--- config.mk ---
export PLATFORM = sky130hd
export DESIGN_NAME = uart_tx
export DESIGN_NICKNAME = d
export VERILOG_FILES = /design/src/rtl/uart_tx.sv
export SDC_FILE = /design/constraint.sdc
export NUM_CORES = 1
export LEC_CHECK = 0
export CAP_MARGIN = 5
export CORE_ASPECT_RATIO = 1.25
export CORE_UTILIZATION = 49
export CTS_CLUSTER_SIZE = 30
export DETAILED_ROUTE_END_ITERATION = 10
export PLACE_DENSITY_LB_ADDON = 0.12
export SLEW_MARGIN = 20
export SYNTH_ARGS = -nofsm -noshare
export SYNTH_HDL_FRONTEND = slang
export SYNTH_SLANG_ARGS = --single-unit
--- constraint.sdc ---
create_clock -name clk -period 1.48 [get_ports clk]
set_input_delay 0.148 -clock clk [delete_from_list [all_inputs] [get_ports clk]]
set_output_delay 0.148 -clock clk [all_outputs]
set_load 0.01 [all_outputs]
--- src/rtl/uart_tx.sv ---
// UART transmitter: start, 8 data bits LSB first, optional parity, 1-2 stop bits; Tx is a flop.
// Start bit appears the cycle after the valid/ready handshake; tx_ready is high only while idle.
module uart_tx #(
    parameter int CLK_FREQ_HZ = 100_000_000,
    parameter int BAUD        = 115200,
    parameter int PARITY      = 0,
    parameter int STOP_BITS   = 1
) (
    input  logic       clk,
    input  logic       RST,
    input  logic [7:0] tx_data,
    input  logic       tx_valid,
    output logic       tx_ready,
    output logic       Tx,
    output logic       busy,
    output logic       tx_done
);

    localparam int CPB = CLK_FREQ_HZ / BAUD;
    localparam int CW = (CPB > 1) ? $clog2(CPB) : 1;
    localparam logic [CW-1:0] CNT_LAST = CW'(CPB - 1);
    localparam bit P_EN = (PARITY == 1) || (PARITY == 2);
    localparam int STOPS = (STOP_BITS == 2) ? 2 : 1;
    localparam logic [2:0] STOP_LAST = 3'(STOPS - 1);

    typedef enum logic [2:0] {
        S_IDLE,
        S_START,
        S_DATA,
        S_PARITY,
        S_STOP
    } state_t;

    state_t        r_state;
    logic [CW-1:0] r_cnt;
    logic [2:0]    r_bit;
    logic [7:0]    r_shift;
    logic          r_par;
    logic          r_tx;
    logic          r_done;

    state_t        w_state_nxt;
    logic [CW-1:0] w_cnt_nxt;
    logic [2:0]    w_bit_nxt;
    logic [7:0]    w_shift_nxt;
    logic          w_par_nxt;
    logic          w_tx_nxt;
    logic          w_done_nxt;
    logic          w_bit_end;

    assign w_bit_end = (r_cnt == CNT_LAST);

    always_ff @(posedge clk) begin
        if (RST) begin
            r_state <= S_IDLE;
            r_cnt   <= '0;
            r_bit   <= '0;
            r_shift <= '0;
            r_par   <= 1'b0;
            r_tx    <= 1'b1;
            r_done  <= 1'b0;
        end else begin
            r_state <= w_state_nxt;
            r_cnt   <= w_cnt_nxt;
            r_bit   <= w_bit_nxt;
            r_shift <= w_shift_nxt;
            r_par   <= w_par_nxt;
            r_tx    <= w_tx_nxt;
            r_done  <= w_done_nxt;
        end
    end

    // The line value for the next bit is decided here so Tx changes only at bit boundaries.
    always_comb begin
        w_state_nxt = r_state;
        w_cnt_nxt   = r_cnt + 1'b1;
        w_bit_nxt   = r_bit;
        w_shift_nxt = r_shift;
        w_par_nxt   = r_par;
        w_tx_nxt    = r_tx;
        w_done_nxt  = 1'b0;
        case (r_state)
            S_IDLE: begin
                w_cnt_nxt = '0;
                w_tx_nxt  = 1'b1;
                if (tx_valid) begin
                    w_state_nxt = S_START;
                    w_shift_nxt = tx_data;
                    w_par_nxt   = (PARITY == 1) ? ~^tx_data : ^tx_data;
                    w_bit_nxt   = '0;
                    w_tx_nxt    = 1'b0;
                end
            end
            S_START: begin
                if (w_bit_end) begin
                    w_state_nxt = S_DATA;
                    w_cnt_nxt   = '0;
                    w_bit_nxt   = '0;
                    w_tx_nxt    = r_shift[0];
                end
            end
            S_DATA: begin
                if (w_bit_end) begin
                    w_cnt_nxt = '0;
                    if (r_bit == 3'd7) begin
                        w_bit_nxt = '0;
                        if (P_EN) begin
                            w_state_nxt = S_PARITY;
                            w_tx_nxt    = r_par;
                        end else begin
                            w_state_nxt = S_STOP;
                            w_tx_nxt    = 1'b1;
                        end
                    end else begin
                        w_bit_nxt   = r_bit + 3'd1;
                        w_shift_nxt = r_shift >> 1;
                        w_tx_nxt    = r_shift[1];
                    end
                end
            end
            S_PARITY: begin
                if (w_bit_end) begin
                    w_state_nxt = S_STOP;
                    w_cnt_nxt   = '0;
                    w_bit_nxt   = '0;
                    w_tx_nxt    = 1'b1;
                end
            end
            S_STOP: begin
                // r_bit counts stop bits here so the baud counter never exceeds one bit time.
                if (w_bit_end) begin
                    w_cnt_nxt = '0;
                    if (r_bit == STOP_LAST) begin
                        w_state_nxt = S_IDLE;
                        w_bit_nxt   = '0;
                        w_done_nxt  = 1'b1;
                    end else begin
                        w_bit_nxt = r_bit + 3'd1;
                    end
                end
            end
            default: begin
                w_state_nxt = S_IDLE;
                w_cnt_nxt   = '0;
                w_bit_nxt   = '0;
                w_tx_nxt    = 1'b1;
            end
        endcase
    end

    assign tx_ready = (r_state == S_IDLE);
    assign busy     = (r_state != S_IDLE);
    assign Tx       = r_tx;
    assign tx_done  = r_done;

endmodule

==> results of run 1 <==
layer usage:
metal | up-vias | track usage, %
met5 | - | 0
met4 | 0 | 13.9
met3 | 7 | 4.33
met2 | 18 | 44.3
met1 | 606 | 25.7
li1 | 634 | -
kinds of logic after synthesis:
| family | Yosys count | synth area share, % |
|---|---|---|
| compound gates | 33 | 19.2 |
| xor+xnor | 8 | 5.27 |
| fa+ha+maj | 4 | 3.77 |
| buf+inv | 11 | 3.30 |
| flops | 26 | 39.2 |
| mux | 4 | 3.01 |
| simple gates | 62 | 26.3 |
power by group:
| part | leakage (nW) | total [mW] | switching (mW) | internal [mW] |
|---|---|---|---|---|
| logic | 0.479 | 0.501 | 0.248 | 0.254 |
| registers | 0.216 | 0.809 | 0.0516 | 0.757 |
| clock network | 0.0138 | 0.306 | 0.210 | 0.0960 |
| total | 0.709 | 1.62 | 0.509 | 1.11 |
registers in the layout (all words and copies together), names as in the netlist:
| signal | count |
|---|---|
| Tx | 1 |
| r_bit | 3 |
| r_cnt | 10 |
| r_shift | 8 |
| r_state | 3 |
| tx_done | 1 |
Yosys cell counts, types with 2 or more instances:
cell type and count:
a21oi_1 3, a22oi_1 8, buf_2 2, clkbuf_1 3, dfxtp_1 26, ha_1 4, inv_1 6, mux2i_1 4
nand2_1 15, nand2b_1 3, nand3_1 6, nand4_1 3, nor2_1 14, nor2b_1 2, nor3_1 3, nor3b_1 2
o21ai_1 3, o2bb2ai_1 7, or3b_1 3, xnor2_1 6, xor2_1 2
worst max-delay path, cell delays in order, from the launching register on:
cell and delay (ps):
dfxtp_4 390, or3b_4 420, a32o_2 280, o31ai_4 120
mux2i_1 240
path summary, 6_finish.rpt:
check                  start          to  slack (ps)  cells after the start
hold / removal    tx_data[7]  r_shift[7]         410                      3
setup reg to reg  r_state[0]  r_state[0]         -20                      4
setup / recovery  r_state[0]  r_state[0]         -20                      4
hold reg to reg   r_shift[2]  r_shift[2]         480                      1
placed cells by master (no fill, tap or decap), types with 2 or more instances in the layout:
master and instances:
a22oi_1 8, nand4_1 3, nand2_1 12, dfxtp_2 4
nand2_2 2, o21ai_1 3, mux2i_1 4, a21oi_1 3
o2bb2ai_2 2, xor2_1 2, nand3_1 6, inv_1 6
ha_4 3, dfxtp_4 3, dfxtp_1 19, buf_4 30
xnor2_1 6, nor3_1 3, nor2_1 14, nand2b_1 3
o2bb2ai_1 5, clkbuf_4 3, or3b_4 2, clkdlybuf4s50_1 12
buf_2 2
layout make-up:
class / instances / area (sq um) / share of cell area [%]
timing repair buffer: 45 / 367 / 19.6
clock buffer: 3 / 22.5 / 1.20
inverter: 6 / 22.5 / 1.20
tap: 33 / 41.3 / 2.20
multi-input combinational: 111 / 883 / 47.2
sequential: 26 / 537 / 28.7
what timing repair did:
| action | in CTS | in global routing |
|---|---|---|
| pin swaps | 4 | 12 |
| setup endpoints to repair | 16 | 26 |
| resized for setup | 22 | 18 |
| setup buffers | 3 | 2 |
per-stage QoR:
stage	instance area (sq um)	setup slack [ps]
floorplan	1340	10.9
global placement	1700	-79.2
detailed placement	1700	-137
CTS	1790	-40.5
global route	1870	-77.9
finish	1870	-24.1
==> impl_metrics.csv, run 1 <==
group,metric,value,unit
synthesis,syn_avg_cell_area,8.98,sq um
placement,place.gp.congestion,0.822,
setup_path,startpoint_type,"flip-flop",
hold_path,hp-class,"input pin to flip-flop",
drt,drtPass1Iterations,4,
sta,worst_slack,-24.1,ps
drt,highest_layer,"met4",
drt,via_per_inst,5.65,
synthesis,synth-seq-area-share,39.2,%
sta,rsz0062_at_grt,"true",
clocking,cts.sinks,26,
setup_path,path_class,"flip-flop to flip-flop",
sta,setup_tns,-118,ps
drt,wl,3.36,mm
setup_path,worst-path-max-fanout,8,
status,outcome,"finished, violations left",
floorplan,ioPinCount,15,
drt,final_antenna_net_count,0,
clocking,cts_tree,"done",
power,pwr_density_cell,863,mW/mm^2
floorplan,rows,20,
synthesis,netlist_instances,148,
finish,drive_gt1_share,33.5,%
drt,routed-via-count,1265,
clocking,ctsHoldBuffers,0,
drt,drt_iter0_drc,33,
placement,hpwl,2.34,mm
setup_path,cp-end-kind,"flip-flop",
synthesis,yosys_most_used_dff,"dfxtp_1",
drt,met3WireLength,80,microns
power,finalPower,1.62,mW
sta,slew_violations,0,
power,leakagePower,0.709,nW
sta,period_minus_slack,1500,ps
grt,grt_max_degree,14,
grt,track_usage,23.8,%
clocking,htreeDepth,1,
synthesis,syn_area,0.00133,sq mm
synthesis,yosysWarnings,0,
finish,utilization,74.9,%
grt,antenna_found_initial,0,
clocking,clk_latency,330,ps
synthesis,synth-seq-cells,26,
synthesis,yosys.area.top_type,"dfxtp_1",
sta,worstMarginPinSlew,407,ps
sta,fin_hold_ws,405,ps
synthesis,synth_edf_count,0,
floorplan,start_util,53.1,%
synthesis,postSynthNetCount,163,
synthesis,synthTopCellsByArea,"dfxtp_1, o2bb2ai_1, a22oi_1",
sta,min_period_over_period,102,%
floorplan,fp.dieW,48.6,microns
drt,dr_wl_met2,1.74,mm
grt,grt_pass1_wl,5.24,mm
floorplan,coreArea,0.00250,sq mm
finish,stdcell_count,224,
sta,fmax,665,MHz
status,violations,"setup timing",
grt,grt_pass1_vias,1194,
sta,final_hold_viol_count,0,
finish,diodes,0,
finish,num-fill-cells,187,
drt,wl_per_cell,15.0,microns
finish,synthToLayoutAreaGrowth,41.0,%
drt,route.detailed.drc,0,
grt,grt_overflow,0,
power,ir_drop,0.531,mV
floorplan,die_height,60.2,microns
clocking,path_clk_slew,130,ps
drt,route.layer.met1.wl,1.48,mm
clocking,root_buffer,"clkbuf_4",
run,cap_viol_max_count,0,
sta,worst_clock_skew,3.09,ps
setup_path,arrival,1770,ps
sta,timing.slew.headroom,72.9,%
synthesis,yosysTopAreaCellShare,39.2,%
floorplan,die_area,0.00293,sq mm
clocking,cts_buffer_depth,2,
synthesis,synth_cell_types,44,
placement,port_buffers,14,
setup_path,crit_required,1740,ps
finish,fin_nets,208,
sta,setup_viol,12,
placement,dpl.cell_count,216,
clocking,cts_buffers,3,
synthesis,ys_async_sr_fraction,0,%
No activity file was read; power rests on OpenSTA's default activity.
==> run 2: changes to the inputs <==
Settings changed: CORE_ASPECT_RATIO 1.25 to 0.5.
==> run 2 against run 1 <==
The flow still finishes with violations (setup timing). Power rose by 7.4%. Register-to-register slack got worse by 100 ps. Global-route usage rose by 2.1 points. Sequential power barely moved. First-iteration DRC count rose by 67%. Via count rose by 5.1%. Non-clock buffer count rose by 5. Fmax fell by 6.4%. Largest power group unchanged. Highest routed layer unchanged. Critical path depth rose by 1. Final cell count rose by 3.1%. Clock power rose by 29%. Utilization rose by 10 points.
==> impl_metrics.csv, run 2 (synthesis gave the netlist of run 1 again) <==
group,metric,value,unit
floorplan,start_util,55.7,%
grt,grt_max_degree,14,
drt,route.layer.met1.wl,1.61,mm
sta,timing.slew.headroom,75.7,%
clocking,ctsHoldBuffers,0,
finish,largest_registers,"r_cnt (10), r_shift (8)",
power,pwr_density_cell,853,mW/mm^2
floorplan,fp.dieW,75.6,microns
sta,rsz0062_at_grt,"true",
setup_path,path_cells,"or3b_4 -> nor4_4 -> buf_4 -> a22oi_1 -> o2bb2ai_2",
drt,final_antenna_net_count,0,
finish,layout_commonest_cell,"buf_4",
setup_path,startpoint_type,"flip-flop",
setup_path,max_stage_delay,450,ps
setup_path,arrival,1810,ps
finish,num-fill-cells,116,
placement,place_area,0.00174,sq mm
grt,grt_overflow,0,
finish,fin_nets,213,
grt,track_usage,25.9,%
sta,setup_tns,-761,ps
clocking,cts_buffers,3,
finish,diodes,0,
placement,port_buffers,14,
grt,antenna_found_initial,0,
hold_path,whs_endpoint,"r_shift[7]",
sta,final_hold_viol_count,0,
drt,drt_iter0_drc,55,
clocking,htreeDepth,1,
power,leakagePower,0.793,nW
sta,fmax,622,MHz
hold_path,holdPathStages,3,
setup_path,critPathBufInv,1,
drt,route.detailed.drc,0,
sta,slew_violations,0,
placement,hpwl,2.31,mm
clocking,cts_tree,"done",
finish,utilization,85.2,%
setup_path,cp-end-kind,"flip-flop",
sta,period_minus_slack,1610,ps
setup_path,crit_family,"simple AND/OR/NAND/NOR gates",
power,power_frac_comb,30.4,%
floorplan,die_height,38.8,microns
status,violations,"setup timing",
floorplan,ioPinCount,15,
clocking,cts.sinks,26,
setup_path,reg2reg_depth,5,
power,clkPwrFrac,22.9,%
power,swShare,31.1,%
setup_path,rr_endpoint,"r_shift[5]",
sta,worst_clock_skew,6.01,ps
setup_path,r2r_setup_slack,-130,ps
finish,final_cell_area,0.00203,sq mm
drt,highest_layer,"met4",
floorplan,die_area,0.00294,sq mm
floorplan,rows,12,
grt,grt_pass1_wl,5.40,mm
clocking,cts_buffer_depth,2,
drt,dr_wl_met2,1.94,mm
floorplan,coreArea,0.00239,sq mm
drt,drtPass1Iterations,4,
power,switchingPower,540,uW
power,p_int,1.20,mW
setup_path,path_class,"flip-flop to flip-flop",
finish,drive_gt1_share,43.4,%
run,cap_viol_max_count,0,
placement,place.gp.congestion,0.861,
power,finalPower,1.74,mW
finish,layout_common_cells,"buf_4, dfxtp_1, nor2_1",
status,outcome,"finished, violations left",
drt,routed-via-count,1330,
drt,via_per_inst,5.76,
grt,grt_pass1_vias,1196,
finish,largest_register_ff_count,10,
power,power_frac_seq,46.7,%
drt,met3WireLength,163,microns
clocking,root_buffer,"clkbuf_8",
setup_path,worst-path-max-fanout,7,
sta,fin_hold_ws,459,ps
drt,wl,3.81,mm
setup_path,crit_slowest_cell,"or3b_4",
finish,synthToLayoutAreaGrowth,53.1,%
finish,largest_register,"r_cnt",
setup_path,r2r-start,"r_cnt[4]",
sta,min_period_over_period,109,%
setup_path,crit_required,1680,ps
clocking,clk_latency,270,ps
hold_path,worstHoldStart,"tx_data[7]",
clocking,path_clk_slew,90,ps
sta,worst_slack,-127,ps
sta,worstMarginPinSlew,365,ps
sta,setup_viol,13,
power,ir_drop,0.747,mV
drt,wl_per_cell,16.5,microns
hold_path,hp-class,"input pin to flip-flop",
==> run 2: changes by cell type in the layout (fill, tap and decap cells not counted), sizes merged <==
cell	change
buf	+4
clkbuf	+1
==> run 2: worst register-to-register path, cell delays in order (launching register included) <==
cell and delay (ps):
dfxtp_1 360, or3b_4 450, nor4_4 260, buf_4 210
a22oi_1 110, o2bb2ai_2 150
==> run 2: area by class of cell <==
cell class | count | area [sq um] | share of cell area (%)
clock buffers | 3 | 41.3 | 2.03
inverters | 6 | 22.5 | 1.11
multi-input cells | 111 | 981 | 48.2
flip-flops and latches | 26 | 534 | 26.3
well taps | 35 | 43.8 | 2.15
repair buffers | 50 | 412 | 20.2
==> run 2: power groups by stage <==
stage | clock network [mW] | registers, mW | logic, mW
6_report | 0.396 | 0.811 | 0.528
5_1_grt | 0.432 | 0.818 | 0.557
4_1_cts | 0.401 | 0.810 | 0.483
3_5_place_dp | 0 | 0.813 | 0.432
3_3_place_gp | 0 | 0.811 | 0.416
2_1_floorplan | 0 | 0.798 | 0.248
==> run 2: how the worst max path moves through the flow <==
stage / startpoint / end / slack, ps / cells after the start
4_1_cts: r_bit[1] / r_shift[3] / -90 / 6
5_1_grt: r_cnt[4] / r_shift[5] / -150 / 5
3_3_place_gp: r_cnt[3] / r_shift[1] / -90 / 4
3_5_place_dp: tx_valid / r_shift[5] / -140 / 5
6_report: r_cnt[4] / r_shift[5] / -130 / 5
2_1_floorplan: r_state[1] / r_shift[0] / 10 / 5
==> run 2: what timing repair did <==
item / CTS / global route
setup endpoints to repair: 27 / 25
pin swaps: 6 / 8
resized for setup: 37 / 20
setup buffers: 3 / 2
==> run 2: per-layer routing <==
layer  GRT usage, %  up-vias
met5              0        -
met4           5.09        0
met3           7.03       14
met2           47.8       41
met1           30.7      636
li1               -      639
==> run 2: stage by stage <==
stage	cells	setup slack [ps]
floorplan	148	10.9
global route	231	-153
global placement	223	-85.7
CTS	229	-94.4
detailed placement	223	-144
finish	231	-127
==> run 3: changes to the inputs <==
Settings changed: REMOVE_ABC_BUFFERS from default to 1.
==> run 3 against run 2 <==
The run still ends with setup timing left. Utilization is 2.1 points lower. Cell area decreased by 2.5%. Via count fell by 1.8%. Combinational power barely moved. Global-route usage about the same. Routed wire length shrank 0.79%. Count of clock-buffer cells in the layout is the same. Final cell count did not move. Sequential share of layout area rose by 0.43 points. Critical endpoint is now r_shift[3]. Highest routed layer unchanged.
==> impl_metrics.csv, run 3 (synthesis gave the netlist of run 1 again) <==
group,metric,value,unit
floorplan,rows,12,
setup_path,path_class,"flip-flop to flip-flop",
sta,worstMarginPinSlew,448,ps
power,swShare,31.1,%
sta,min_period_over_period,111,%
finish,synthToLayoutAreaGrowth,49.2,%
power,ir_drop,0.556,mV
power,power_frac_seq,46.6,%
clocking,clk_latency,270,ps
drt,wl_per_cell,16.3,microns
grt,grt_pass1_wl,5.30,mm
power,pwr_density_cell,875,mW/mm^2
placement,dpl.cell_count,223,
power,clkPwrFrac,22.8,%
finish,diodes,0,
clocking,htreeDepth,1,
power,leakagePower,0.776,nW
run,cap_viol_max_count,0,
floorplan,fp.dieW,75.6,microns
placement,port_buffers,14,
drt,drtPass1Iterations,5,
clocking,ctsHoldBuffers,0,
sta,timing.slew.headroom,70.2,%
setup_path,worst-path-max-fanout,7,
placement,hpwl,2.24,mm
power,power_frac_comb,30.6,%
placement,preCtsSetupSlack,-193,ps
clocking,cts.sinks,26,
status,outcome,"finished, violations left",
status,violations,"setup timing",
finish,largest_registers,"r_cnt (10), r_shift (8)",
finish,stdcell_count,231,
setup_path,startpoint_type,"flip-flop",
finish,utilization,83.1,%
drt,routed-via-count,1306,
drt,via_per_inst,5.65,
clocking,cts_buffers,3,
setup_path,cp-end-kind,"flip-flop",
finish,regArea,529,sq um
sta,fin_hold_ws,451,ps
grt,grt_overflow,0,
finish,fin_nets,213,
clocking,path_clk_slew,80,ps
drt,final_antenna_net_count,0,
floorplan,coreArea,0.00239,sq mm
sta,period_minus_slack,1640,ps
setup_path,reg2reg_depth,7,
power,p_int,1.20,mW
grt,antenna_found_initial,0,
drt,wl,3.78,mm
finish,multiInputGateArea,938,sq um
setup_path,arrival,1810,ps
sta,setup_viol,13,
sta,worst_slack,-162,ps
finish,layout_commonest_cell,"buf_4",
clocking,cts_buffer_depth,2,
finish,largest_register_ff_count,10,
setup_path,crit_required,1640,ps
grt,grt_pass1_vias,1151,
clocking,root_buffer,"clkbuf_8",
floorplan,die_height,38.8,microns
placement,place.gp.congestion,0.832,
power,finalPower,1.73,mW
finish,layout_common_cells,"buf_4, dfxtp_1, nor2_1",
sta,slew_violations,0,
floorplan,start_util,55.7,%
sta,setup_tns,-1660,ps
drt,route.detailed.drc,0,
hold_path,hp-class,"input pin to flip-flop",
finish,num-fill-cells,130,
power,switchingPower,539,uW
finish,drive_gt1_share,37.8,%
sta,final_hold_viol_count,0,
sta,rsz0062_at_grt,"true",
grt,track_usage,25.9,%
sta,fmax,609,MHz
grt,grt_max_degree,14,
finish,largest_register,"r_cnt",
sta,worst_clock_skew,4.51,ps
floorplan,die_area,0.00294,sq mm
hold_path,holdPathStages,3,
clocking,cts_tree,"done",
placement,place_area,0.00172,sq mm
drt,drt_iter0_drc,68,
floorplan,ioPinCount,15,
finish,final_cell_area,0.00198,sq mm
run 3: path summary, 6_finish.rpt:
check	from	end	slack, ps
worst min-delay path	tx_data[7]	r_shift[7]	450
worst max register to register	r_bit[1]	r_shift[3]	-160
worst min register to register	r_shift[6]	r_shift[6]	470
worst max-delay path	r_bit[1]	r_shift[3]	-160
run 3: area by class of cell:
cell class | instances | share of cell area, %
Timing Repair Buffer | 49 | 20.6
Clock buffer | 3 | 2.08
Sequential cell | 26 | 26.7
Tap cell | 35 | 2.21
Inverter | 6 | 1.14
Multi-Input combinational cell | 112 | 47.3
run 3: power by group through the flow:
stage	clock network, mW	logic (mW)	registers (mW)
global route	0.435	0.558	0.815
CTS	0.399	0.455	0.798
global placement	0	0.423	0.811
finish	0.396	0.531	0.808
detailed placement	0	0.432	0.811
floorplan	0	0.216	0.815
run 3: repair_timing:
item                                    CTS  global route
endpoints found under the setup margin   16            27
endpoints found under the hold margin     0             0
resized for setup                        22            29
cloned                                    0             1
buffers inserted                          1             3
pin swaps                                 9            16
run 3: routing by layer:
| metal | track usage, % | vias to the layer above | wire length, microns |
|---|---|---|---|
| li1 | - | 640 | - |
| met1 | 31.2 | 620 | 1680 |
| met2 | 44.4 | 39 | 1890 |
| met3 | 7.81 | 7 | 156 |
| met4 | 9.26 | 0 | 48 |
| met5 | 0 | - | 0 |
run 3: worst max-delay path: stages, from the launching register on:
cell	delay, ps
dfxtp_2	350
ha_4	170
ha_4	160
buf_6	110
a2111oi_4	270
buf_4	200
a21oi_4	100
o2bb2ai_1	160
==> variant, RTL diff (settings of run 1) <==
`PARITY`: 0 -> 1.
--- a/src/rtl/uart_tx.sv
+++ b/src/rtl/uart_tx.sv
@@ -5,3 +5,3 @@
     parameter int BAUD        = 115200,
-    parameter int PARITY      = 0,
+    parameter int PARITY      = 1,
     parameter int STOP_BITS   = 1
Check against the original RTL: no difference found for any inputs over 10 cycles, from zero or initial values and one cycle with RST high; that may be too few to reach the edited logic, so the function may still have changed.
==> variant against run 1 <==
The flow still finishes with violations (negative setup slack). Via count increased by 11%. Sequential share of layout area down 3.3 points. Maximum frequency fell by 9.6%. Cell area grew 15%. Sequential cell count is 1 higher. Routed wire length grew 7.9%. Power down 4.1%. Worst setup slack worse by 160 ps. Core utilization is 0.92 points lower. Synthesized area up 12%. Critical path type unchanged.
==> variant: results (changes against run 1) <==
Status - finished with violations
Failing checks - negative setup slack
Met3 WL - 117 µm (+46%)
Mux share of post-synthesis cell area - 2.76% (-0.25 points)
Detailed Route WL - 3.63 mm (+7.9%)
Top Family by Delay on Critical Path - simple AND/OR/NAND/NOR gates
Critical path peak fanout - 15 (+7)
Least-Margin Pin Slew - 463 ps (+56.4 ps)
Final setup vio count - 19 (+7)
Fillers - 235 (+26%)
Fin nets - 231 (+11%)
GRT Resource Usage Total - 23.7% (-0.14 points)
Max stage delay on crit path - 360 ps (-60 ps)
Sequential element share of the synthesized area - 36.2% (-3.0 points)
Met2 routed WL - 1.91 mm (+10%)
Power Density - 719 nW/µm² (-17%)
Worst EP arrival - 1910 ps (+140 ps)
Hold Path Origin - tx_valid
R2r endpoint - r_shift[3]
P_leak - 0.816 nW (+15%)
GR met1 Demand/Resource - 28.5% (+2.9 points)
Setup ws final - -184 ps (-159 ps)
Vias in the first global route - 1370 (+15%)
Worst R2R Path Depth - 7 (+3)
Combinational Power Share - 26.1% (-4.9 points)
Crit Reg-Reg Startpoint - r_bit[1]
Vias per cell - 5.58 (-1.2%)
First-pass GRT wire length - 5.92 mm (+13%)
Adder-cell area share of the yosys netlist - 3.35% (-0.42 points)
M1 WL - 1.55 mm (+5.0%)
M2 GR Usage - 41.7% (-2.5 points)
Met3 usage - 3.10% (-1.2 points)
P_int - 1.09 mW (-1.3%)
Place WS - -256 ps (-119 ps)
Clock-pin slew on the worst setup and hold paths - 150 ps (+20 ps)
Most frequent cells after synthesis - 27 x dfxtp_1, 18 x nor2_1, 12 x xnor2_1
Drt initial violations - 36 (+9.1%)
Sequential power - 0.800 mW (-1%)
Hold Path End - r_shift[7]
Syn_nets - 182 (+12%)
Post-Synth XOR/XNOR Area - 9.38% (+4.1 points)
CP max-delay cell - dfxtp_2
Setup_tns - -1820 ps (-1700 ps)
Post-DP HPWL - 2.60 mm (+11%)
Post-synth cell types - 43 (-2.3%)
CTS HTree Levels - 1 (unchanged)
Final setup skew - 2.83 ps (-0.258 ps)
Top Metal Used - met4
VDD IR max - 0.000518 V (-2.3%)
Synth top area cells - dfxtp_1 36%, xnor2_1 7.0%, nor2b_1 4.6%
Share of layout cells above drive strength 1 - 39.1% (+5.6 points)
Compound-Gate Fraction of Synth Area - 16.7% (-2.5 points)
Largest net degree at the start of global routing - 18 (+4)
Gp weighted congestion - 0.830 (+0.97%)
-- variant: cell types whose count changed in the layout (fill, tap and decap cells not counted), moves of 7 or more --
cell,change
a22oi_1,-8
a221oi_2,+7
a311oi_1,+7
nand2_1,-7
nor2b_1,+10
-- variant: metrics by stage --
| step | cells | cell area [µm²] | hold slack, ps |
|---|---|---|---|
| after floorplan | 167 | 1550 | 312 |
| after global placement | 243 | 1960 | 455 |
| after detailed placement | 243 | 1960 | 460 |
| after CTS | 249 | 2080 | 470 |
| after global routing | 251 | 2160 | 481 |
| final | 251 | 2160 | 470 |
-- variant: worst reg2reg max path: stages, from the launching register on --
cell and delay, ps:
dfxtp_2 360, ha_4 160, ha_4 160, nor4b_4 230
nand4_1 140, buf_6 190, a221oi_2 250, a311oi_1 80
-- variant: timing repair --
action | CTS | global route
pin swaps | 9 | 6
cloned | 1 | 0
gates resized for setup | 27 | 18
endpoints found under the setup margin | 25 | 26
buffers inserted | 1 | 2
-- variant: final cells by class --
cell class	count	area (µm²)	area share [%]
inverter	11	41.3	1.91
timing repair buffer	52	457	21.2
clock inverter	1	7.51	0.348
multi-input combinational	121	1040	48.0
clock buffer	3	22.5	1.04
sequential	27	548	25.4
tap	36	45.0	2.09
-- variant: worst max path at each step --
stage | start | endpoint | slack (ps) | depth (start not counted)
4_1_cts | r_bit[0] | r_shift[3] | -190 | 7
5_1_grt | r_bit[1] | r_shift[2] | -290 | 7
3_5_place_dp | r_bit[1] | r_shift[3] | -260 | 7
6_report | r_bit[1] | r_shift[3] | -180 | 7
3_3_place_gp | r_bit[1] | r_shift[4] | -160 | 7
2_1_floorplan | r_bit[0] | r_shift[5] | -180 | 7
